[config.mk]
export PLATFORM = sky130hd
export DESIGN_NAME = dram_port_arbiter_flat
export DESIGN_NICKNAME = d
export VERILOG_FILES = /design/src/rtl/dram_pkg.sv /design/src/rtl/dram_port_arbiter_if.sv /design/src/rtl/dram_port_arbiter_rr_pick.sv /design/src/rtl/dram_port_arbiter.sv /design/src/flat_wrapper.sv
export SDC_FILE = /design/constraint.sdc
export NUM_CORES = 1
export LEC_CHECK = 0
export CAP_MARGIN = 20
export CORE_MARGIN = 2
export CORE_UTILIZATION = 42
export CTS_CLUSTER_DIAMETER = 80
export CTS_CLUSTER_SIZE = 24
export DETAILED_ROUTE_END_ITERATION = 8
export GPL_TIMING_DRIVEN = 0
export HOLD_SLACK_MARGIN = 0.02
export PLACE_DENSITY = 0.81
export SLEW_MARGIN = 0
export SYNTH_ARGS = -nofsm -noshare
export SYNTH_HDL_FRONTEND = slang
export SYNTH_SLANG_ARGS = --single-unit
[constraint.sdc]
create_clock -name u_clk -period 2.1 [get_ports u_clk]
set_input_delay 0.42 -clock u_clk [delete_from_list [all_inputs] [get_ports u_clk]]
set_output_delay 0.42 -clock u_clk [all_outputs]
set_load 0.02 [all_outputs]
[src/rtl/dram_pkg.sv]
// rtl/dram_pkg.sv - shared DRAM constants, arbiter state encoding and sizing helper
package dram_pkg;

  localparam int DRAM_BANK_WIDTH = 2;
  localparam int DRAM_ROW_WIDTH  = 6;
  localparam int DRAM_COL_WIDTH  = 4;

  localparam logic DRAM_CMD_READ  = 1'b0;
  localparam logic DRAM_CMD_WRITE = 1'b1;

  typedef enum logic [1:0] {
    ST_IDLE      = 2'd0,
    ST_ISSUE     = 2'd1,
    ST_WAIT_FREE = 2'd2,
    ST_WAIT_RD   = 2'd3
  } arb_state_t;

  // Index/counter width that stays at least one bit for degenerate sizes.
  function automatic int idx_width(input int n);
    return (n > 1) ? $clog2(n) : 1;
  endfunction

endpackage

[src/rtl/dram_port_arbiter_if.sv]
// rtl/dram_port_arbiter_if.sv - requester and controller signal bundle of the DRAM port arbiter
interface dram_port_arbiter_if #(
  parameter int NUM_REQ      = 4,
  parameter int U_ADDR_WIDTH = 12,
  parameter int U_DATA_WIDTH = 2
);

  logic [NUM_REQ-1:0]              req_valid;
  logic [NUM_REQ-1:0]              req_cmd;
  logic [NUM_REQ*U_ADDR_WIDTH-1:0] req_addr;
  logic [NUM_REQ*U_DATA_WIDTH-1:0] req_wdata;
  logic [NUM_REQ-1:0]              req_ack;
  logic [NUM_REQ-1:0]              rsp_valid;
  logic [U_DATA_WIDTH-1:0]         rsp_data;
  logic [NUM_REQ-1:0]              rsp_err;

  logic                    ctl_en;
  logic                    ctl_cmd;
  logic [U_ADDR_WIDTH-1:0] ctl_addr;
  logic [U_DATA_WIDTH-1:0] ctl_wdata;
  logic                    ctl_cmd_ack;
  logic                    ctl_busy;
  logic                    ctl_data_valid;
  logic [U_DATA_WIDTH-1:0] ctl_rdata;

  modport slave (
    input  req_valid, req_cmd, req_addr, req_wdata,
    output req_ack, rsp_valid, rsp_data, rsp_err,
    output ctl_en, ctl_cmd, ctl_addr, ctl_wdata,
    input  ctl_cmd_ack, ctl_busy, ctl_data_valid, ctl_rdata
  );

  modport master (
    output req_valid, req_cmd, req_addr, req_wdata,
    input  req_ack, rsp_valid, rsp_data, rsp_err,
    input  ctl_en, ctl_cmd, ctl_addr, ctl_wdata,
    output ctl_cmd_ack, ctl_busy, ctl_data_valid, ctl_rdata
  );

endinterface

[src/rtl/dram_port_arbiter_rr_pick.sv]
// rtl/dram_port_arbiter_rr_pick.sv - combinational round-robin priority encoder (rr_pick)
module rr_pick #(
  parameter int N  = 4,
  parameter int GW = 2
) (
  input  logic [N-1:0]  req_valid,
  input  logic [GW-1:0] last_grant,
  output logic [GW-1:0] grant,
  output logic          any
);

  logic [GW-1:0] idx;

  // Search starts just after the previous winner and wraps, so the previous winner is checked last.
  always_comb begin
    any   = 1'b0;
    grant = '0;
    idx   = '0;
    for (int i = 1; i <= N; i++) begin
      idx = GW'((int'(last_grant) + i) % N);
      if (!any && req_valid[idx]) begin
        any   = 1'b1;
        grant = idx;
      end
    end
  end

endmodule

[src/rtl/dram_port_arbiter.sv]
// rtl/dram_port_arbiter.sv - round-robin sharing of the dram_controller user port between NUM_REQ requesters
module dram_port_arbiter
  import dram_pkg::*;
#(
  parameter int NUM_REQ      = 4,
  parameter int U_ADDR_WIDTH = 12,
  parameter int U_DATA_WIDTH = 2,
  parameter int RD_TIMEOUT   = 64
) (
  input logic                 u_clk,
  input logic                 u_rst,
  dram_port_arbiter_if.slave  bus
);

  localparam int GW = idx_width(NUM_REQ);
  localparam int WW = idx_width(RD_TIMEOUT);

  arb_state_t               state_q, state_d;
  logic [GW-1:0]            last_grant_q, grant_q, pick_idx;
  logic                     pick_any;
  logic                     cmd_q;
  logic [U_ADDR_WIDTH-1:0]  addr_q;
  logic [U_DATA_WIDTH-1:0]  wdata_q, rdata_q;
  logic [NUM_REQ-1:0]       ack_q, rsp_valid_q, rsp_err_q;
  logic [WW-1:0]            wdog_q;
  logic                     rd_expired;
  logic                     ctl_en;

  rr_pick #(.N(NUM_REQ), .GW(GW)) u_rr_pick (
    .req_valid  (bus.req_valid),
    .last_grant (last_grant_q),
    .grant      (pick_idx),
    .any        (pick_any)
  );

  assign rd_expired = (wdog_q == WW'(RD_TIMEOUT - 1));

  always_ff @(posedge u_clk) begin
    if (u_rst) state_q <= ST_IDLE;
    else       state_q <= state_d;
  end

  always_comb begin
    state_d = state_q;
    case (state_q)
      ST_IDLE:      if (pick_any) state_d = ST_ISSUE;
      ST_ISSUE:     if (bus.ctl_cmd_ack)
                      state_d = (cmd_q == DRAM_CMD_WRITE) ? ST_WAIT_FREE : ST_WAIT_RD;
      ST_WAIT_FREE: if (!bus.ctl_busy) state_d = ST_IDLE;
      ST_WAIT_RD:   if (bus.ctl_data_valid || rd_expired) state_d = ST_IDLE;
      default:      state_d = ST_IDLE;
    endcase
  end

  always_comb begin
    ctl_en = (state_q != ST_IDLE);
  end

  // Requester inputs are only looked at in IDLE; everything after the grant runs off the latched copy.
  always_ff @(posedge u_clk) begin
    if (u_rst) begin
      last_grant_q <= GW'(NUM_REQ - 1);
      grant_q      <= '0;
      cmd_q        <= 1'b0;
      addr_q       <= '0;
      wdata_q      <= '0;
      rdata_q      <= '0;
      ack_q        <= '0;
      rsp_valid_q  <= '0;
      rsp_err_q    <= '0;
      wdog_q       <= '0;
    end else begin
      ack_q       <= '0;
      rsp_valid_q <= '0;
      rsp_err_q   <= '0;
      case (state_q)
        ST_IDLE: begin
          if (pick_any) begin
            grant_q      <= pick_idx;
            last_grant_q <= pick_idx;
            cmd_q        <= bus.req_cmd[pick_idx];
            addr_q       <= bus.req_addr[int'(pick_idx)*U_ADDR_WIDTH +: U_ADDR_WIDTH];
            wdata_q      <= bus.req_wdata[int'(pick_idx)*U_DATA_WIDTH +: U_DATA_WIDTH];
          end
        end
        ST_ISSUE: begin
          if (bus.ctl_cmd_ack) begin
            ack_q[grant_q] <= 1'b1;
            wdog_q         <= '0;
          end
        end
        ST_WAIT_RD: begin
          // Data arriving on the expiry cycle still counts as a good read.
          if (bus.ctl_data_valid) begin
            rdata_q              <= bus.ctl_rdata;
            rsp_valid_q[grant_q] <= 1'b1;
          end else if (rd_expired) begin
            rsp_err_q[grant_q] <= 1'b1;
          end
          if (wdog_q != '1) wdog_q <= wdog_q + 1'b1;
        end
        default: ;
      endcase
    end
  end

  assign bus.ctl_en    = ctl_en;
  assign bus.ctl_cmd   = cmd_q;
  assign bus.ctl_addr  = addr_q;
  assign bus.ctl_wdata = wdata_q;
  assign bus.req_ack   = ack_q;
  assign bus.rsp_valid = rsp_valid_q;
  assign bus.rsp_data  = rdata_q;
  assign bus.rsp_err   = rsp_err_q;

endmodule

[src/flat_wrapper.sv]
// flat-port wrapper written by rule: the top's interface ports become plain ports
module dram_port_arbiter_flat import dram_pkg::*;
#(
  parameter int NUM_REQ      = 4,
  parameter int U_ADDR_WIDTH = 12,
  parameter int U_DATA_WIDTH = 2,
  parameter int RD_TIMEOUT   = 64
)
  (u_clk, u_rst, bus_req_valid, bus_req_cmd, bus_req_addr, bus_req_wdata, bus_req_ack, bus_rsp_valid, bus_rsp_data, bus_rsp_err, bus_ctl_en, bus_ctl_cmd, bus_ctl_addr, bus_ctl_wdata, bus_ctl_cmd_ack, bus_ctl_busy, bus_ctl_data_valid, bus_ctl_rdata);
  dram_port_arbiter_if #(.NUM_REQ(NUM_REQ), .U_ADDR_WIDTH(U_ADDR_WIDTH), .U_DATA_WIDTH(U_DATA_WIDTH)) bus_i ();
  input logic u_clk;
  input logic u_rst;
  input wire logic [$bits(bus_i.req_valid)-1:0] bus_req_valid;
  input wire logic [$bits(bus_i.req_cmd)-1:0] bus_req_cmd;
  input wire logic [$bits(bus_i.req_addr)-1:0] bus_req_addr;
  input wire logic [$bits(bus_i.req_wdata)-1:0] bus_req_wdata;
  output wire logic [$bits(bus_i.req_ack)-1:0] bus_req_ack;
  output wire logic [$bits(bus_i.rsp_valid)-1:0] bus_rsp_valid;
  output wire logic [$bits(bus_i.rsp_data)-1:0] bus_rsp_data;
  output wire logic [$bits(bus_i.rsp_err)-1:0] bus_rsp_err;
  output wire logic [$bits(bus_i.ctl_en)-1:0] bus_ctl_en;
  output wire logic [$bits(bus_i.ctl_cmd)-1:0] bus_ctl_cmd;
  output wire logic [$bits(bus_i.ctl_addr)-1:0] bus_ctl_addr;
  output wire logic [$bits(bus_i.ctl_wdata)-1:0] bus_ctl_wdata;
  input wire logic [$bits(bus_i.ctl_cmd_ack)-1:0] bus_ctl_cmd_ack;
  input wire logic [$bits(bus_i.ctl_busy)-1:0] bus_ctl_busy;
  input wire logic [$bits(bus_i.ctl_data_valid)-1:0] bus_ctl_data_valid;
  input wire logic [$bits(bus_i.ctl_rdata)-1:0] bus_ctl_rdata;
  assign bus_i.req_valid = bus_req_valid;
  assign bus_i.req_cmd = bus_req_cmd;
  assign bus_i.req_addr = bus_req_addr;
  assign bus_i.req_wdata = bus_req_wdata;
  assign bus_req_ack = bus_i.req_ack;
  assign bus_rsp_valid = bus_i.rsp_valid;
  assign bus_rsp_data = bus_i.rsp_data;
  assign bus_rsp_err = bus_i.rsp_err;
  assign bus_ctl_en = bus_i.ctl_en;
  assign bus_ctl_cmd = bus_i.ctl_cmd;
  assign bus_ctl_addr = bus_i.ctl_addr;
  assign bus_ctl_wdata = bus_i.ctl_wdata;
  assign bus_i.ctl_cmd_ack = bus_ctl_cmd_ack;
  assign bus_i.ctl_busy = bus_ctl_busy;
  assign bus_i.ctl_data_valid = bus_ctl_data_valid;
  assign bus_i.ctl_rdata = bus_ctl_rdata;
  dram_port_arbiter #(.NUM_REQ(NUM_REQ), .U_ADDR_WIDTH(U_ADDR_WIDTH), .U_DATA_WIDTH(U_DATA_WIDTH), .RD_TIMEOUT(RD_TIMEOUT)) u_core (.u_clk(u_clk), .u_rst(u_rst), .bus(bus_i));
endmodule
==> impl_results.md, run 1 <==
- Mux cell area share after synthesis: 0.0798
- Placed instance count: 426
- Fin crit share: 0.974
- Starting density of the core: 0.439
- Max cap viols: 0
- Std-Cell Rows: 26
- Cell Area, Placed: 0.00335 mm^2
- Worst EP required: 2.29 ns
- Core Area: 0.00514 mm^2
- Hpwl dp: 4940 um
- Synthesis warning total: 0
- Combinational family with the most area after synthesis: simple AND/OR/NAND/NOR gates
- Clock tree buffer depth: 2
- Leak: 1.38 nW
- Synth Area in Adders: 0.00554
- Peak Freq: 489 MHz
- Tmin final: 2.05 ns
- GRT Residual Overflow: 0
- Layout Nets: 435
- Share of cells above drive strength 1: 0.148
- Via count of the routed design: 2280
- Routed wire length per instance: 15.0 um
- CTS root buf: clkbuf_8
- Die Y: 77.3 um
- Total GRT Usage: 0.218
- Final Setup Violations: 0
- FF+latch count, synth: 41
- Inserted Clock Buffers: 5
- Synth unique cells: 45
- WHS Path Cells: 2
- Worst-path maximum fanout: 10
- Pre-CTS setup slack: -0.264 ns
- Largest net degree at the start of global routing: 15
- Final std cells w/o fill: 434
- Final ANT Viol Nets: 0
- Max-slew violation count: 0
- Compound-Gate Fraction of Synth Area: 0.201
- Util after Layout: 0.671
- Postcts setup bufs: 0
- # resized after CTS: 0
- Vias in the first global route: 2119
- Syn nets: 328
- XOR/XNOR share of the synthesized area: 0.0155
- Post-route cell area: 0.00345 mm^2
- CTS tree: done
- Post-Synth Simple-Gate Area: 0.256
- TritonRoute pass-1 iters: 4
- Combinational power share: 0.341
- Ys flop type: dfxtp_1
- Commonest non-fill, non-tap cells in the layout: clkdlybuf4s50_1, dfxtp_1, nand2_1, nor2_1, mux2i_1
- Placer Congestion: 0.839
- First-pass GRT wire length: 10400 um
- # fillers: 458
- Total Wirelength: 6510 um
- Switching share of power: 0.324
- Hold Buf Count CTS: 0
- Int Power: 0.00148 W
- Sw power: 0.000710 W
- Clk sinks: 41
- Tightest Hold Check Type: reg -> reg
- Die width: 77.3 um
- Flop pwr share: 0.406
- Peak supply drop: 0.000454 V
- 1st-iter DRT viols: 146
- Initial antenna violation count: 0
- WS Path Type: in -> reg
- Setup TNS: 0 ns
- CP peak stage delay: 0.49 ns
- Sequential share of the synthesized area: 0.364
- Pwr/cell area: 634 mW/mm^2
- N_diodes: 0
- Ports: 101
- Post-Syn Area: 0.00226 mm^2
- CP cell instances: clkdlybuf4s50_1, nor2b_4, o21ai_2, and3_1, buf_6, buf_8, mux2i_2, o211ai_2
- DRC: 0
- Worst Tran Pin Value: 0.588 ns
- Worst Reg-to-Reg Cells: 6
- Syn Inst Count: 256
- Mean number of vias per cell: 5.25
- Post-Syn Area per Cell: 8.82 um^2
- Share of flip-flops with an asynchronous set or reset: 0
- Layout area overhead: 52.8%
- CP max stage cell: clkdlybuf4s50_1
- Clock network power share: 0.254
- Clk slew on worst S/H paths: 0.09 ns
- Worst EP arrival: 2.23 ns
- Slew HR: 0.603
- Die area: 0.00598 mm^2
- Status: finished, final reports clean
- Worst setup margin: 0.0549 ns
- Most common cell after layout, fill and taps aside: clkdlybuf4s50_1
- EDFF count, synth: 0
- Worst Setup Start Kind: input pin
- Clock Skew: 0.00538 ns
- Port Buffers: 100
- Hold Fails Final Rpt: 0
- Worst Setup End Kind: register
- Clock Latency Late Sink: 0.30 ns
- H-tree depth: 2
state kept, by name (all words and copies together), names as in the netlist:
signal and count:
u_core.bus.ctl_addr 12, u_core.wdog_q 6, u_core.bus.req_ack 4, u_core.bus.rsp_err 4
u_core.bus.rsp_valid 4, u_core.bus.ctl_wdata 2, u_core.bus.rsp_data 2, u_core.grant_q 2
u_core.last_grant_q 2, u_core.state_q 2, u_core.bus.ctl_cmd 1
routing by layer:
layer | global-route usage | share of wire | vias to the layer above
met5 | 0 | 0 | -
met4 | 0.0911 | 0.030 | 0
met3 | 0.0435 | 0.057 | 16
met1 | 0.284 | 0.43 | 1048
met2 | 0.350 | 0.49 | 80
li1 | - | - | 1136
worst max-delay path: cells and delay by family:
family	cells	cell delay, ns
buf+inv	3	0.80
simple gates	2	0.38
compound gates	2	0.32
mux	1	0.29
kinds of logic after synthesis:
logic type | count (synthesis)
AO/OA/AOI/OAI | 62
XOR/XNOR | 4
adder cells (fa/ha/maj) | 1
buffers and inverters | 34
flip-flops | 41
multiplexers | 18
AND/OR/NAND/NOR | 96
layout make-up:
| class | instances | area, um^2 | share of cell area |
|---|---|---|---|
| repair buffers | 100 | 1000 | 0.290 |
| inverters | 17 | 63.8 | 0.0185 |
| multi-input cells | 181 | 1270 | 0.367 |
| plain buffers | 17 | 120 | 0.0348 |
| clock buffers | 5 | 68.8 | 0.0199 |
| flip-flops and latches | 41 | 821 | 0.238 |
| well taps | 70 | 87.6 | 0.0254 |
| clock inverters | 3 | 21.3 | 0.00617 |
power by group through the flow:
stage               Sequential (W)  Combinational (W)  Clock [W]
CTS                       0.000886           0.000742   0.000567
floorplan                 0.000962           0.000363          0
detailed placement        0.000904           0.000738          0
finish                    0.000888           0.000745   0.000555
global placement          0.000902           0.000728          0
global route              0.000897           0.000802   0.000601
cell usage after synthesis, types with 4 or more instances:
master / count / area [um^2]
dfxtp_1: 41 / 821
nand2_1: 26 / 97.6
nor2_1: 22 / 82.6
mux2i_1: 18 / 180
a31oi_1: 16 / 100
inv_1: 16 / 60.1
o21ai_0: 15 / 75.1
and4_2: 10 / 100
clkbuf_1: 10 / 37.5
o211ai_2: 10 / 125
nand2b_1: 7 / 43.8
a21oi_1: 5 / 25.0
and4_1: 5 / 43.8
o211ai_1: 5 / 37.5
nor3_1: 4 / 20.0
xor2_1: 4 / 35.0
through the flow:
stage          power (W)  hold slack (ns)
5_1_grt          0.00230            0.497
3_3_place_gp     0.00163            0.453
6_report         0.00219            0.479
2_1_floorplan    0.00132            0.459
3_5_place_dp     0.00164            0.459
4_1_cts          0.00219            0.480
path summary, 6_finish.rpt:
| path | start | slack, ns | to |
|---|---|---|---|
| worst max-delay path | bus_req_valid[3] | 0.05 | u_core.bus.ctl_cmd |
| worst min-delay path | u_core.bus.ctl_addr[5] | 0.48 | u_core.bus.ctl_addr[5] |
| worst max register to register | u_core.wdog_q[0] | 0.30 | u_core.wdog_q[5] |
| worst min register to register | u_core.bus.ctl_addr[5] | 0.48 | u_core.bus.ctl_addr[5] |
Note: power is estimated with default switching activity, not from simulation.
==> run 2, diff against run 1 <==
Clock period 2.1 ns to 2.3 ns, I/O delays scaled along.
==> impl_results.md, run 2 (synthesized netlist as in run 1, its figures left out) <==
- Hold Buf Count CTS: 0
- Die Y: 77.3 um
- Worst-path maximum fanout: 10
- Peak Freq: 475 MHz
- Max cap viols: 0
- Initial antenna violation count: 0
- Port Buffers: 100
- Clock Skew: 0.00420 ns
- Worst setup margin: 0.196 ns
- Share of cells above drive strength 1: 0.129
- Worst Setup Start Kind: input pin
- Tmin final: 2.10 ns
- Layout area overhead: 52.2%
- Vias in the first global route: 2119
- # resized after CTS: 0
- Die area: 0.00598 mm^2
- Cell family with most CP delay: buffers and inverters
- Worst EP arrival: 2.29 ns
- Util after Layout: 0.668
- Worst Setup End Kind: register
- Worst Tran Pin Value: 0.583 ns
- GRT Residual Overflow: 0
- Slew HR: 0.606
- H-tree depth: 2
- WS Path Type: in -> reg
- RSZ-0062 raised after global routing: no
- Total GRT Usage: 0.218
- Mean number of vias per cell: 5.30
- Hold Fails Final Rpt: 0
- Die width: 77.3 um
- Fin crit share: 0.915
- First-pass GRT wire length: 10400 um
- Std-Cell Rows: 26
- CP max stage cell: clkdlybuf4s50_1
- Hpwl dp: 4940 um
- Routed wire length per instance: 15.1 um
- Clk slew on worst S/H paths: 0.09 ns
- Commonest non-fill, non-tap cells in the layout: clkdlybuf4s50_1, dfxtp_1, nand2_1, nor2_1, mux2i_1
- Via count of the routed design: 2302
- Core Area: 0.00514 mm^2
- CP Buf/Inv Count: 3
- Postcts setup bufs: 0
- Tightest Hold Check Type: reg -> reg
- Clk sinks: 41
- Clock tree buffer depth: 2
- Max-slew violation count: 0
- 1st-iter DRT viols: 127
- CP cell instances: clkdlybuf4s50_1, nor2b_4, o21ai_2, and3_1, buf_6, buf_8, mux2i_1, o211ai_2
- CTS root buf: clkbuf_8
- TritonRoute pass-1 iters: 4
- DRC: 0
- Max reg flops: 12
- Peak supply drop: 0.000415 V
- Starting density of the core: 0.439
- Inserted Clock Buffers: 5
- CP peak stage delay: 0.49 ns
- Largest net degree at the start of global routing: 15
- N_diodes: 0
- Most common cell after layout, fill and taps aside: clkdlybuf4s50_1
- Final ANT Viol Nets: 0
- WHS: 0.479 ns
- Leak: 1.37 nW
- Layout Nets: 435
- Worst EP required: 2.49 ns
- Pre-CTS setup slack: -0.104 ns
- Status: finished, final reports clean
- CTS tree: done
- Final Setup Violations: 0
- Clock Latency Late Sink: 0.30 ns
- Pwr/cell area: 579 mW/mm^2
- Ports: 101
- Total Wirelength: 6550 um
- Placer Congestion: 0.839
[run 2: cell counts in the layout (fill, tap and decap cells not counted)]
No cell type changed its count.
[run 2: worst register-to-register path, delay by kind of cell, from the launching register on]
kind                   cells  cell delay [ns]
flip-flops                 1             0.42
multiplexers               1             0.31
AO/OA/AOI/OAI              2             0.29
buffers and inverters      2             0.32
AND/OR/NAND/NOR            2             0.34
[run 2: metal layers]
layer / GRT usage / share of wire / wire length (um) / up-vias
met2: 0.350 / 0.49 / 3220 / 85
li1: - / - / - / 1135
met1: 0.284 / 0.43 / 2830 / 1068
met3: 0.0435 / 0.053 / 349 / 14
met5: 0 / 0 / 0 / -
met4: 0.0911 / 0.023 / 153 / 0
[run 2: worst paths after layout]
| path | from | to | slack [ns] | depth (start not counted) |
|---|---|---|---|---|
| setup / recovery | bus_req_valid[3] | u_core.bus.ctl_cmd | 0.20 | 8 |
| hold / removal | u_core.bus.ctl_addr[5] | u_core.bus.ctl_addr[5] | 0.48 | 2 |
| setup reg to reg | u_core.last_grant_q[0] | u_core.bus.ctl_cmd | 0.50 | 7 |
| hold reg to reg | u_core.bus.ctl_addr[5] | u_core.bus.ctl_addr[5] | 0.48 | 2 |
[run 2: report_power, final]
group          internal [W]  leakage, nW  switching [W]
Combinational      0.000360        0.993       0.000316
Sequential         0.000770        0.335      0.0000401
Clock              0.000216       0.0445       0.000288
Total               0.00135         1.37       0.000644
[run 2: cell type report]
cell class	count	area [um^2]
clock inverters	3	21.3
multi-input cells	181	1260
well taps	70	87.6
repair buffers	100	1000
plain buffers	17	115
clock buffers	5	68.8
inverters	17	63.8
fillers	454	1700
flip-flops and latches	41	821
[run 2: stage by stage]
stage | std cells | TNS (ns) | total power, W | area (um^2)
after floorplan | 256 | 0 | 0.00121 | 2260
after global placement | 426 | -0.191 | 0.00149 | 3350
after detailed placement | 426 | -0.501 | 0.00150 | 3350
after CTS | 434 | 0 | 0.00200 | 3440
after global routing | 434 | 0 | 0.00209 | 3440
final | 434 | 0 | 0.00199 | 3440
